`src/rtl/ic1337_pkg.sv`:
```
// ic1337 vector driver: shared types and constants.
// Holds the FSM state enum, the vector field layout, the golden table and the "no failure" marker.
// The optional stop-on-first-failure build is selected by IC1337_DRV_STOP_ON_FAIL_EN in the top module.
package ic1337_pkg;

  typedef enum logic [2:0] {IDLE, APPLY, WAIT, CHECK, DONE} state_t;

  // Vector layout, MSB first: {I2, I1, I0, expQ0, expQ1, expZ}
  localparam int VEC_W      = 6;
  localparam int OFF_EXP_Z  = 0;
  localparam int OFF_EXP_Q1 = 1;
  localparam int OFF_EXP_Q0 = 2;
  localparam int OFF_I0     = 3;
  localparam int OFF_I1     = 4;
  localparam int OFF_I2     = 5;

  localparam int GOLDEN_DEPTH = 16;
  localparam int ROM_ADDR_W   = 4;

  // Reference response: Q0 <= I0^I2, Q1 <= I1|I2 (registered), Z = Q0&Q1.
  // Entries 0..7 walk the inputs upward, entries 8..15 walk them back down.
  localparam logic [VEC_W-1:0] GOLDEN [GOLDEN_DEPTH] = '{
    6'h00, 6'h0C, 6'h12, 6'h1F, 6'h27, 6'h2A, 6'h37, 6'h3A,
    6'h3A, 6'h37, 6'h2A, 6'h27, 6'h1F, 6'h12, 6'h0C, 6'h00
  };

  localparam logic [7:0] FAIL_NONE = 8'hFF;

endpackage

```
`src/rtl/ic1337_vector_rom.sv`:
```
// Golden vector lookup for the ic1337 driver.
// Latency: combinational, no registers.
// Backpressure: none; the table repeats every 16 entries when more vectors are requested.
import ic1337_pkg::*;

module ic1337_vector_rom (
  input  logic [ROM_ADDR_W-1:0] addr,
  output logic [VEC_W-1:0]      vec
);

  // Plain table read
  always_comb begin
    vec = GOLDEN[addr];
  end

endmodule

```
`src/rtl/ic1337_vector_driver.sv`:
```
// On-board stimulus/response checker for ic1337: applies table vectors, compares Q0/Q1/Z, reports result.
// Latency: 2+SETTLE_CYCLES cycles per vector; done rises NUM_VECTORS*(2+SETTLE_CYCLES) cycles after start.
// Backpressure: start is ignored while busy; define IC1337_DRV_STOP_ON_FAIL_EN to end the run at the first mismatch.
import ic1337_pkg::*;

module ic1337_vector_driver #(
  parameter int NUM_VECTORS   = 16,
  parameter int CNT_W         = 8,
  parameter int SETTLE_CYCLES = 1
) (
  input  logic             clk,
  input  logic             rst,
  input  logic             start,
  output logic             I0,
  output logic             I1,
  output logic             I2,
  input  logic             Q0,
  input  logic             Q1,
  input  logic             Z,
  output logic             busy,
  output logic             done,
  output logic             pass,
  output logic [CNT_W-1:0] err_count,
  output logic [7:0]       fail_index
);

  localparam int WAIT_W = (SETTLE_CYCLES > 1) ? $clog2(SETTLE_CYCLES) : 1;
  localparam logic [WAIT_W-1:0] WAIT_LOAD = WAIT_W'(SETTLE_CYCLES - 1);
  localparam logic [7:0] LAST_INDEX = 8'(NUM_VECTORS - 1);

  state_t           state, state_nxt;
  logic [VEC_W-1:0] vec_q, vec_nxt;
  logic [7:0]       index, index_nxt, index_p1;
  logic [CNT_W-1:0] err_nxt;
  logic [7:0]       fidx_nxt;
  logic [WAIT_W-1:0] wait_cnt, wait_nxt;
  logic [ROM_ADDR_W-1:0] rom_addr;
  logic [VEC_W-1:0] rom_vec;
  logic             mismatch;
  logic             last;

  // The whole vector is latched on entry to APPLY so the expected bits stay
  // aligned with the stimulus; the ROM is only ever asked for the next entry.
  assign index_p1 = index + 8'd1;
  assign rom_addr = (state == CHECK) ? index_p1[ROM_ADDR_W-1:0] : '0;

  ic1337_vector_rom u_rom (
    .addr (rom_addr),
    .vec  (rom_vec)
  );

  assign I0 = vec_q[OFF_I0];
  assign I1 = vec_q[OFF_I1];
  assign I2 = vec_q[OFF_I2];

  assign mismatch = ({Q0, Q1, Z} !=
                     {vec_q[OFF_EXP_Q0], vec_q[OFF_EXP_Q1], vec_q[OFF_EXP_Z]});
  assign last     = (index == LAST_INDEX);

  assign busy = (state == APPLY) || (state == WAIT) || (state == CHECK);
  assign done = (state == DONE);
  assign pass = (state == DONE) && (err_count == '0);

  // Next-state and datapath updates for the run sequencer
  always_comb begin
    state_nxt = state;
    vec_nxt   = vec_q;
    index_nxt = index;
    err_nxt   = err_count;
    fidx_nxt  = fail_index;
    wait_nxt  = wait_cnt;
    case (state)
      IDLE, DONE: begin
        if (start) begin
          state_nxt = APPLY;
          vec_nxt   = rom_vec;
          index_nxt = '0;
          err_nxt   = '0;
          fidx_nxt  = FAIL_NONE;
        end
      end
      APPLY: begin
        state_nxt = WAIT;
        wait_nxt  = WAIT_LOAD;
      end
      WAIT: begin
        if (wait_cnt == '0) state_nxt = CHECK;
        else                wait_nxt  = wait_cnt - WAIT_W'(1);
      end
      CHECK: begin
        if (mismatch) begin
          if (err_count != '1)        err_nxt  = err_count + CNT_W'(1);
          if (fail_index == FAIL_NONE) fidx_nxt = index;
        end
`ifdef IC1337_DRV_STOP_ON_FAIL_EN
        if (mismatch || last) begin
`else
        if (last) begin
`endif
          state_nxt = DONE;
        end else begin
          state_nxt = APPLY;
          index_nxt = index_p1;
          vec_nxt   = rom_vec;
        end
      end
      default: state_nxt = IDLE;
    endcase
  end

  // State and result registers; reset discards any partial run
  always_ff @(posedge clk) begin
    if (rst) begin
      state      <= IDLE;
      vec_q      <= '0;
      index      <= '0;
      err_count  <= '0;
      fail_index <= FAIL_NONE;
      wait_cnt   <= '0;
    end else begin
      state      <= state_nxt;
      vec_q      <= vec_nxt;
      index      <= index_nxt;
      err_count  <= err_nxt;
      fail_index <= fidx_nxt;
      wait_cnt   <= wait_nxt;
    end
  end

endmodule

```
`config.mk`:
```
export PLATFORM = sky130hd
export DESIGN_NAME = ic1337_vector_driver
export DESIGN_NICKNAME = d
export VERILOG_FILES = /design/src/rtl/ic1337_pkg.sv /design/src/rtl/ic1337_vector_rom.sv /design/src/rtl/ic1337_vector_driver.sv
export SDC_FILE = /design/constraint.sdc
export NUM_CORES = 1
export LEC_CHECK = 0
export CAP_MARGIN = 20
export CORE_MARGIN = 4
export CORE_UTILIZATION = 42
export DETAILED_ROUTE_END_ITERATION = 12
export GPL_TIMING_DRIVEN = 0
export MAX_ROUTING_LAYER = met4
export PLACE_DENSITY = 0.74
export SYNTH_ARGS = -nofsm -noshare
export SYNTH_HDL_FRONTEND = slang
export SYNTH_HIERARCHICAL = 1
export SYNTH_SLANG_ARGS = --single-unit
```
`constraint.sdc`:
```
create_clock -name clk -period 4.04 [get_ports clk]
set_clock_uncertainty 0.15 [all_clocks]
set_input_delay 0.808 -clock clk [delete_from_list [all_inputs] [get_ports clk]]
set_output_delay 0.808 -clock clk [all_outputs]
set_load 0.01 [all_outputs]
```
# == Word level (Yosys, flattened, before mapping) ==
# Memories as Yosys holds them, arrays and structs flattened.
# Cells that the tools add are included.
# word_totals
ff_bits,34
romBits,96
elab_cells,60
memories,1
# mem_list
name,words,word_bits,rd,rd_ports_with_merged_regs,write_ports,line,source
(name not given),16,6,1,0,0,ic1337_vector_rom.sv:13,vec = GOLDEN[addr];
# op_classes
n_addsub,3
order_cmp,1
n_eq_ne,14
mux,22
n_bitwise,1
n_reduce_logical,12
# op_table
op,count
$mux W8,7
$pmux W8 S2,3
$mux W6,4
$add A8 B1 Y8 const B,2
$pmux W3 S4,1
$pmux W6 S2,1
$mux W3,3
$eq A8 B4 Y1 const B,1
$eq A8 B8 Y1 const B,1
$logic_not A8 Y1,1
$ne A2 B2 Y1 const B,4
$ne A8 B8 Y1 const B,1
$reduce_and A4 Y1,2
$eq A3 B2 Y1 const B,2
$ge A5 B5 Y1 const B,1
$not A4 Y5,1
$mux W4,1
$ne A2 B1 Y1 const B,2
$reduce_bool A2 Y1,2
$eq A3 B1 Y1 const B,1
$eq A3 B3 Y1 const B,1
$logic_not A3 Y1,1
$ne A3 B3 Y1,1
$reduce_and A3 Y1,1
7 further kinds,8

# == Depth between registers and ports, before layout ==
# Gate-level depths: netlist (run 1).
# logic_depth
depth_word,8
depth_mapped,8

# == Hierarchy ==
# Netlist (run 1), hierarchy kept.
# modules_own_cells
mod,instances,cells_each,area_per_inst_um2
ic1337_vector_driver,1,184,1605.3
ic1337_vector_rom,1,12,90.1

# == Worst setup path after synthesis (run 1) ==
# OpenSTA, ideal clock, no wires.
# synth_timing
kind,flip-flop to output port
start,register err_count[0]
end,output pass
arrival_time_ps,1187
required_time_ps,3082
setup_slack_ps,1895
stages_incl_launch_ff,6
n_path_buf,0
cell_sequence,dfxtp_1 > inv_1 > ha_1 > nor4b_1 > nand2_1 > nor4_1
# synth_via
elab_chain_len,2
# synth_rtl
item,line,source
"start, declared",ic1337_vector_driver.sv:23,"output logic [CNT_W-1:0] err_count,"
"start signal, assigned",ic1337_vector_driver.sv:124,err_count <= err_nxt;
$logic_not A8 Y1,ic1337_vector_driver.sv:62,assign pass = (state == DONE) && (err_count == '0);
$logic_and A1 B1 Y1,ic1337_vector_driver.sv:62,
"end, declared",ic1337_vector_driver.sv:22,"output logic pass,"
# Every way passes these cells.

# == Worst setup path after layout (run 1) ==
# Same ends and word-level chain as after synthesis.

==> results.json, run 1 <==
{
  "yosysWarnings": 6,
  "drt_drc_violations_left": 0,
  "dieWidth_um": 71.54,
  "fp.coreArea_sq_mm": 0.003771,
  "cts_htree_levels": 2,
  "slew_violations": 0,
  "cp.buffers_inverters": 2,
  "crit_chain": "inv_1 > ha_1 > nor4b_1 > nand2_1 > nor4_1 > clkdlybuf4s50_1",
  "outcome": "complete, no violations",
  "crit_type": "flip-flop to output pin",
  "p_leak_uw": 0.0007378,
  "dp_hpwl_mm": 2.757,
  "yosys.area.top_type": "dfxtp_1",
  "wl_met3_um": 172,
  "p_per_area_mw_per_mm2": 421.9,
  "path_clk_slew_ns": 0.06,
  "fin_crit_sh": 0.7263,
  "highest_layer": "met4",
  "dr.pass1.iters": 4,
  "antenna_cells": 0,
  "clkLatencyLatePin_ns": 0.28,
  "vias": 1593,
  "cts-root-buf": "clkbuf_8",
  "cts_buffers": 5,
  "cts_tree": "built",
  "crit_family": "buffers and inverters",
  "viasPerCell": 5.710,
  "crit_arrival_ns": 1.98,
  "rows": 22,
  "syn_area_sq_mm": 0.001695,
  "grt_pass1_vias": 1512,
  "setup_viol": 0,
  "track_usage": 0.1764,
  "cts_resized": 0,
  "drv_cap": 0,
  "clk_path_buf_depth": 2,
  "grt_max_degree": 11,
  "rsz0062_at_grt": "no",
  "layout.nets": 239,
  "wl_mm": 4.031,
  "synth_flop_cell": "dfxtp_1",
  "antenna_left": 0,
  "hold_slack_ns": 0.3215,
  "slowest_delay_ns": 0.58,
  "yosysUniqueCellTypes": 47,
  "wl_met2_mm": 1.732,
  "synthCells": 196,
  "worstSetupEndpointType": "output pin",
  "drtIter0Drc": 103,
  "tightestPinTransition_ns": 0.5550,
  "hold_class": "flip-flop to flip-flop",
  "die_h_um": 71.54,
  "fin_crit_ns": 2.934,
  "ys_top_cells_by_area": "dfxtp_1 (39%), a21oi_1 (4.7%), nand2b_1 (4.4%)",
  "portBuffers": 27,
  "slowest_stage": "clkdlybuf4s50_1",
  "clock_sinks": 33,
  "ctsHoldBuffers": 0,
  "drive_above_1_share": 0.07792,
  "wl_per_cell_um": 14.45,
  "drt-met1-wl_mm": 2.062,
  "syn_to_final_growth_pct": 24.21,
  "ir_drop_uv": 388.9,
  "synth.top_cell.area_share": 0.3897,
  "ys_ff_latch": 33,
  "ys_async_sr_fraction": 0,
  "syn_nets": 205,
  "tns_ns": 0,
  "antenna_found_initial": 0,
  "globalplace.congestion": 0.8736,
  "ys_seq_area_frac": 0.3897,
  "cts_setup_buffers": 0,
  "cp_max_fo": 5,
  "synth-edff-count": 0,
  "clock.fmax_mhz": 340.8,
  "final_core_util": 0.5584,
  "top_level_ports": 28,
  "cp-start-kind": "flip-flop",
  "start_util": 0.4496,
  "hold_viol": 0,
  "max_slew_margin": 0.6266,
  "die_area_sq_mm": 0.005117,
  "grt_pass1_wl_mm": 7.134,
  "grt-ovfl-total": 0,
  "synth_area_per_cell_sq_um": 8.650,
  "cp_data_required_time_ns": 3.08
}
==> power breakdown <==
group / internal [uW] / switching (uW)
logic: 111 / 165
clock network: 122 / 119
registers: 349 / 22.1
total: 582 / 306
==> cells in the final DEF (no fill, tap or decap), drive strengths merged, types with 3 or more instances in the layout <==
master | netlist | layout
a21oi | 16 | 16
and2 | 3 | 3
buf | 4 | 4
clkbuf | 7 | 15
clkdlybuf4s50 | 0 | 27
dfxtp | 33 | 33
ha | 3 | 3
inv | 3 | 3
nand2 | 8 | 8
nand2b | 12 | 12
nand3 | 14 | 14
nand4 | 4 | 4
nor2 | 14 | 14
nor3 | 4 | 4
nor4 | 4 | 4
o21ai | 10 | 10
o31ai | 4 | 4
o32ai | 7 | 7
o41ai | 3 | 3
or4 | 5 | 5
or4b | 3 | 3
xnor2 | 4 | 4
xor2 | 7 | 7
==> cell usage after synthesis, types with 2 or more instances <==
cell type  number
and2_1          2
or4_1           5
buf_6           2
clkbuf_1        7
and3_1          2
nor2_1         14
or3_1           2
xnor2_1         4
xor2_1          7
nor3_1          4
a211oi_1        2
nand4_1         4
inv_1           3
ha_1            3
nand3_1        14
or2_2           2
nand2b_1       12
dfxtp_1        33
or4b_1          2
o21ai_0        10
nor4_1          4
a21oi_1        16
o32ai_1         7
o31ai_1         3
nand2_1         8
o41ai_1         3
==> tightest hold or removal path: stages (launching register included) <==
cell and delay [ns]:
dfxtp_1 0.30, o21ai_0 0.06, a21oi_1 0.06
==> kinds of logic (layout without fill, tap and decap cells) <==
logic type	count (synthesis)	count (layout)	synth area share
flops	33	33	0.3897
simple gates	84	84	0.2834
xor+xnor	11	11	0.05683
buf+inv	14	49	0.04059
compound gates	50	50	0.2015
fa+ha+maj	3	3	0.02214
mux	1	1	0.005904
==> through the flow <==
| step | cells | cell area [sq um] | setup WS (ns) | total power [uW] |
|---|---|---|---|---|
| finish | 279 | 2106 | 1.106 | 888.4 |
| CTS | 279 | 2106 | 1.121 | 889.8 |
| global route | 279 | 2106 | 0.9303 | 943.2 |
| floorplan | 196 | 1695 | 1.895 | 556.2 |
| detailed placement | 271 | 2026 | 1.250 | 650.6 |
| global placement | 271 | 2026 | 1.226 | 649.7 |
==> flip-flops by register name (all words and copies together), names as in the netlist <==
signal	flops
err_count	8
fail_index	8
index	8
state	3
vec_q	6
==> path summary, 6_finish.rpt <==
| kind | startpoint | to | slack [ns] | depth (start not counted) |
|---|---|---|---|---|
| worst min register to register | vec_q[4] | vec_q[4] | 0.32 | 2 |
| worst max-delay path | err_count[0] | pass | 1.11 | 6 |
| worst min-delay path | vec_q[4] | vec_q[4] | 0.32 | 2 |
| worst max register to register | index[5] | index[3] | 2.05 | 5 |
==> layer usage <==
| metal | vias to the layer above | global-route usage |
|---|---|---|
| li1 | 790 | - |
| met1 | 763 | 0.2459 |
| met2 | 30 | 0.2469 |
| met3 | 10 | 0.04208 |
| met4 | 0 | 0.06263 |
| met5 | - | - |
==> final cells by class <==
| cell class | instances | area (sq um) |
|---|---|---|
| Multi-Input combinational cell | 149 | 965.9 |
| Clock buffer | 8 | 80.08 |
| Buffer | 11 | 57.56 |
| Sequential cell | 33 | 660.6 |
| Inverter | 3 | 11.26 |
| Timing Repair Buffer | 27 | 270.3 |
| Fill cell | 361 | 1665 |
| Tap cell | 48 | 60.06 |
(Power assumes the default switching activity.)
==> run 2: changes to the inputs <==
Settings changed: PLACE_DENSITY 0.74 to 0.77.
Clock period 4.04 ns to 2.39 ns, I/O delays scaled along.
==> results.json, run 2 (synthesis results as in run 1) <==
{
  "drive_above_1_share": 0.09957,
  "worst_slack_ns": 0.08968,
  "highest_layer": "met4",
  "holdPathEnd": "vec_q[4]",
  "clock_sinks": 33,
  "fin_crit_ns": 2.300,
  "layout_commonest_cell": "dfxtp_1",
  "layout.nets": 239,
  "vias": 1562,
  "portBuffers": 27,
  "p_leak_uw": 0.0007629,
  "hp-start": "vec_q[4]",
  "dr.pass1.iters": 4,
  "timing.rr.start": "state[0]",
  "drt-met1-wl_mm": 2.027,
  "track_usage": 0.1782,
  "viasPerCell": 5.599,
  "tightestPinTransition_ns": 0.5624,
  "crit_arrival_ns": 1.67,
  "grt_pass1_wl_mm": 7.072,
  "ir_drop_uv": 644.2,
  "fp.coreArea_sq_mm": 0.003771,
  "dp_hpwl_mm": 2.752,
  "drv_cap": 0,
  "wl_met3_um": 166,
  "cp_data_required_time_ns": 1.76,
  "slew_violations": 0,
  "crit_family": "buffers and inverters",
  "outcome": "complete, no violations",
  "grt_max_degree": 11,
  "fin_area_sq_mm": 0.002133,
  "hold_class": "flip-flop to flip-flop",
  "fin_total_pwr_uw": 1555,
  "antenna_left": 0,
  "crit_type": "flip-flop to output pin",
  "r2r_slack_ns": 0.41,
  "hold_viol": 0,
  "die_h_um": 71.54,
  "grt_pass1_vias": 1481,
  "path_clk_slew_ns": 0.07,
  "ctsHoldBuffers": 0,
  "worstSetupEndpointType": "output pin",
  "antenna_found_initial": 0,
  "setup_viol": 0,
  "final_cell_mix": "dfxtp_1 (33), clkdlybuf4s50_1 (26), a21oi_1 (16)",
  "stdcell_count": 279,
  "globalplace.congestion": 0.8509,
  "hold_path_depth": 2,
  "slowest_stage": "clkdlybuf4s50_1",
  "clk_path_buf_depth": 2,
  "clkLatencyLatePin_ns": 0.29,
  "wl_per_cell_um": 14.28,
  "cts_htree_levels": 2,
  "regToRegEndpoint": "vec_q[0]",
  "cp-start-kind": "flip-flop",
  "pre_cts_ws_ns": -0.09637,
  "n_fill_cell": 357,
  "reg2reg_depth": 7,
  "max_slew_margin": 0.6237,
  "p_per_area_mw_per_mm2": 729.1,
  "wl_met2_mm": 1.696,
  "dieWidth_um": 71.54,
  "dpl_cell_area_sq_mm": 0.002026,
  "rsz0062_at_grt": "no",
  "cp.buffers_inverters": 2,
  "wl_mm": 3.983,
  "drtIter0Drc": 83,
  "cts-root-buf": "clkbuf_8",
  "antenna_cells": 0,
  "top_regs": "err_count: 8 flops, fail_index: 8 flops, index: 8 flops",
  "drt_drc_violations_left": 0,
  "fin_crit_sh": 0.9625,
  "syn_to_final_growth_pct": 25.83,
  "cts_tree": "built",
  "die_area_sq_mm": 0.005117,
  "cp_max_fo": 7,
  "crit_chain": "buf_2 > nor2_1 > and2_1 > clkdlybuf4s50_1",
  "rows": 22,
  "start_util": 0.4496,
  "clock.fmax_mhz": 434.7,
  "slowest_delay_ns": 0.57,
  "grt-ovfl-total": 0,
  "top_level_ports": 28,
  "place_inst": 271,
  "cts_buffers": 5
}
-- run 2: what timing repair did --
item | 4_1_cts | 5_1_grt
pin swaps | 0 | 0
endpoints found under the hold margin | 0 | 0
endpoints found under the setup margin | 1 | 2
setup buffers | 0 | 0
resized for setup | 1 | 3
-- run 2: worst max path at each step --
stage | from | endpoint | slack (ns) | depth (start not counted)
floorplan | err_count[0] | pass | 0.58 | 5
global placement | Q1 | err_count[1] | -0.10 | 6
detailed placement | Q1 | err_count[1] | -0.1 | 6
CTS | state[0] | done | 0.06 | 4
global route | state[0] | done | 0.02 | 4
finish | state[0] | done | 0.09 | 4
-- run 2: area by class of cell --
type / count / area [sq um] / share of cell area
multi-input combinational: 149 / 972.2 / 0.4557
sequential: 33 / 660.6 / 0.3097
timing repair buffer: 27 / 269.0 / 0.1261
clock buffer: 7 / 96.34 / 0.04516
tap: 48 / 60.06 / 0.02815
buffer: 11 / 58.81 / 0.02757
inverter: 3 / 11.26 / 0.005279
clock inverter: 1 / 5.005 / 0.002346
-- run 2: report_power, final --
part           switching [uW]  total (uW)  internal (uW)
combinational             274         462            188
clock                     205         465            260
sequential               37.4         628            590
total                     516        1560           1040
-- run 2: per-layer routing --
layer  global-route usage  up-vias
met5                    -        -
met4              0.08768        0
met3              0.04348        8
met2               0.2520       36
met1               0.2355      722
li1                     -      796
-- run 2: through the flow --
| stage | TNS, ns | hold WS, ns | utilization |
|---|---|---|---|
| after floorplan | 0 | 0.2890 | - |
| after global placement | -0.2718 | 0.3127 | 0.5372 |
| after detailed placement | -0.2570 | 0.3180 | 0.5372 |
| after CTS | 0 | 0.3278 | 0.5637 |
| after global routing | 0 | 0.3629 | 0.5657 |
| final | 0 | 0.3252 | 0.5657 |
-- run 2: worst reg2reg max path: cells and delay by family, from the launching register on --
family                 cells  cell delay [ns]
and+or+nand+nor            4             1.04
DFF                        1             0.30
AOI/OAI and AO/OA          2             0.28
buffers and inverters      1             0.15
==> run 3: changes to the inputs <==
Settings changed: RECOVER_POWER set to 50.
==> results.json, run 3 (synthesis results as in run 1) <==
{
  "timing.rr.start": "state[0]",
  "antenna_left": 0,
  "layout.nets": 239,
  "hold_path_depth": 2,
  "hold_viol": 0,
  "die_h_um": 71.54,
  "dp_hpwl_mm": 2.752,
  "p_per_area_mw_per_mm2": 724.5,
  "grt-ovfl-total": 0,
  "dieWidth_um": 71.54,
  "final_cell_mix": "dfxtp_1 (33), dlygate4sd3_1 (19), a21oi_1 (16)",
  "drtIter0Drc": 71,
  "hold_class": "flip-flop to flip-flop",
  "start_util": 0.4496,
  "reg2reg_depth": 7,
  "top_regs": "err_count: 8 flops, fail_index: 8 flops, index: 8 flops",
  "worstSetupEndpointType": "output pin",
  "worst_slack_ns": 0.08878,
  "fin_area_sq_mm": 0.002133,
  "tns_ns": 0,
  "tightestPinTransition_ns": 0.5647,
  "drive_above_1_share": 0.09957,
  "cts_htree_levels": 2,
  "clk_path_buf_depth": 2,
  "wl_per_cell_um": 14.26,
  "startpoint": "state[0]",
  "cp-start-kind": "flip-flop",
  "r2r_slack_ns": 0.41,
  "dpl_cell_area_sq_mm": 0.002026,
  "crit_arrival_ns": 1.67,
  "dr.pass1.iters": 4,
  "clock_sinks": 33,
  "drt_drc_violations_left": 0,
  "regToRegEndpoint": "vec_q[0]",
  "crit_family": "buffers and inverters",
  "crit_chain": "buf_2 > nor2_1 > and2_1 > clkdlybuf4s50_1",
  "grt_pass1_wl_mm": 7.072,
  "path_depth": 4,
  "cts-root-buf": "clkbuf_8",
  "portBuffers": 27,
  "wl_mm": 3.978,
  "slowest_delay_ns": 0.58,
  "fp.coreArea_sq_mm": 0.003771,
  "grt_pass1_vias": 1481,
  "clkLatencyLatePin_ns": 0.29,
  "final_core_util": 0.5657,
  "p_leak_uw": 0.0007753,
  "grt_max_degree": 11,
  "cts_tree": "built",
  "cts_buffers": 5,
  "clock.fmax_mhz": 434.6,
  "cp.buffers_inverters": 2,
  "slowest_stage": "clkdlybuf4s50_1",
  "fin_total_pwr_uw": 1546,
  "cp_max_fo": 7,
  "cts_setup_buffers": 0,
  "fin_crit_sh": 0.9629,
  "top_level_ports": 28,
  "globalplace.congestion": 0.8509,
  "antenna_found_initial": 0,
  "outcome": "complete, no violations",
  "pre_cts_ws_ns": -0.09637,
  "drv_cap": 0,
  "setup_viol": 0,
  "crit_type": "flip-flop to output pin",
  "track_usage": 0.1782,
  "ir_drop_uv": 643.6,
  "cp_data_required_time_ns": 1.76,
  "vias": 1566,
  "rows": 22,
  "syn_to_final_growth_pct": 25.83,
  "viasPerCell": 5.613,
  "antenna_cells": 0,
  "crit_end": "done",
  "rsz0062_at_grt": "no",
  "die_area_sq_mm": 0.005117,
  "max_slew_margin": 0.6221,
  "path_clk_slew_ns": 0.07,
  "fin_crit_ns": 2.301,
  "layout_commonest_cell": "dfxtp_1",
  "slew_violations": 0
}
-- run 3: cell count changes in the layout (fill, tap and decap cells not counted) --
cell             change
clkdlybuf4s50_1     -19
dlygate4sd3_1       +19
-- run 3: layout make-up --
type	count	area (sq um)
timing repair buffer	27	269.0
multi-input combinational	149	972.2
inverter	3	11.26
sequential	33	660.6
buffer	11	58.81
clock buffer	7	96.34
clock inverter	1	5.005
fill	357	1638
tap	48	60.06
-- run 3: worst min path at each step --
stage,startpoint,end,slack (ns)
floorplan,state[2],state[1],0.29
global placement,vec_q[4],vec_q[4],0.31
detailed placement,vec_q[5],vec_q[5],0.32
CTS,vec_q[5],vec_q[5],0.33
global route,vec_q[3],vec_q[3],0.36
finish,vec_q[4],vec_q[4],0.32
-- run 3: per-layer routing --
metal | part of all wire | track usage | vias to the layer above
li1 | - | - | 796
met1 | 0.51 | 0.2355 | 723
met2 | 0.42 | 0.2520 | 39
met3 | 0.044 | 0.04348 | 8
met4 | 0.023 | 0.08768 | 0
met5 | 0 | - | -
-- run 3: worst reg2reg max path: cells and delay by family, from the launching register on --
| kind | cells | cell delay (ns) |
|---|---|---|
| simple gates | 4 | 1.04 |
| buf+inv | 1 | 0.15 |
| flops | 1 | 0.30 |
| compound gates | 2 | 0.28 |
-- run 3: what timing repair did --
item / 4_1_cts / 5_1_grt
setup endpoints to repair: 1 / 2
cloned: 0 / 0
hold buffers: 0 / 0
gates resized for setup: 1 / 3
-- run 3: stage by stage --
step	hold slack (ns)	cells
final	0.3221	279
after global placement	0.3127	271
after floorplan	0.2890	196
after CTS	0.3278	279
after global routing	0.3626	279
after detailed placement	0.3180	271
-- run 3: where the power goes --
group,switching [uW],total (uW),internal [uW]
Sequential,36.7,627,591
Clock,204,464,260
Combinational,273,455,181
Total,514,1550,1030
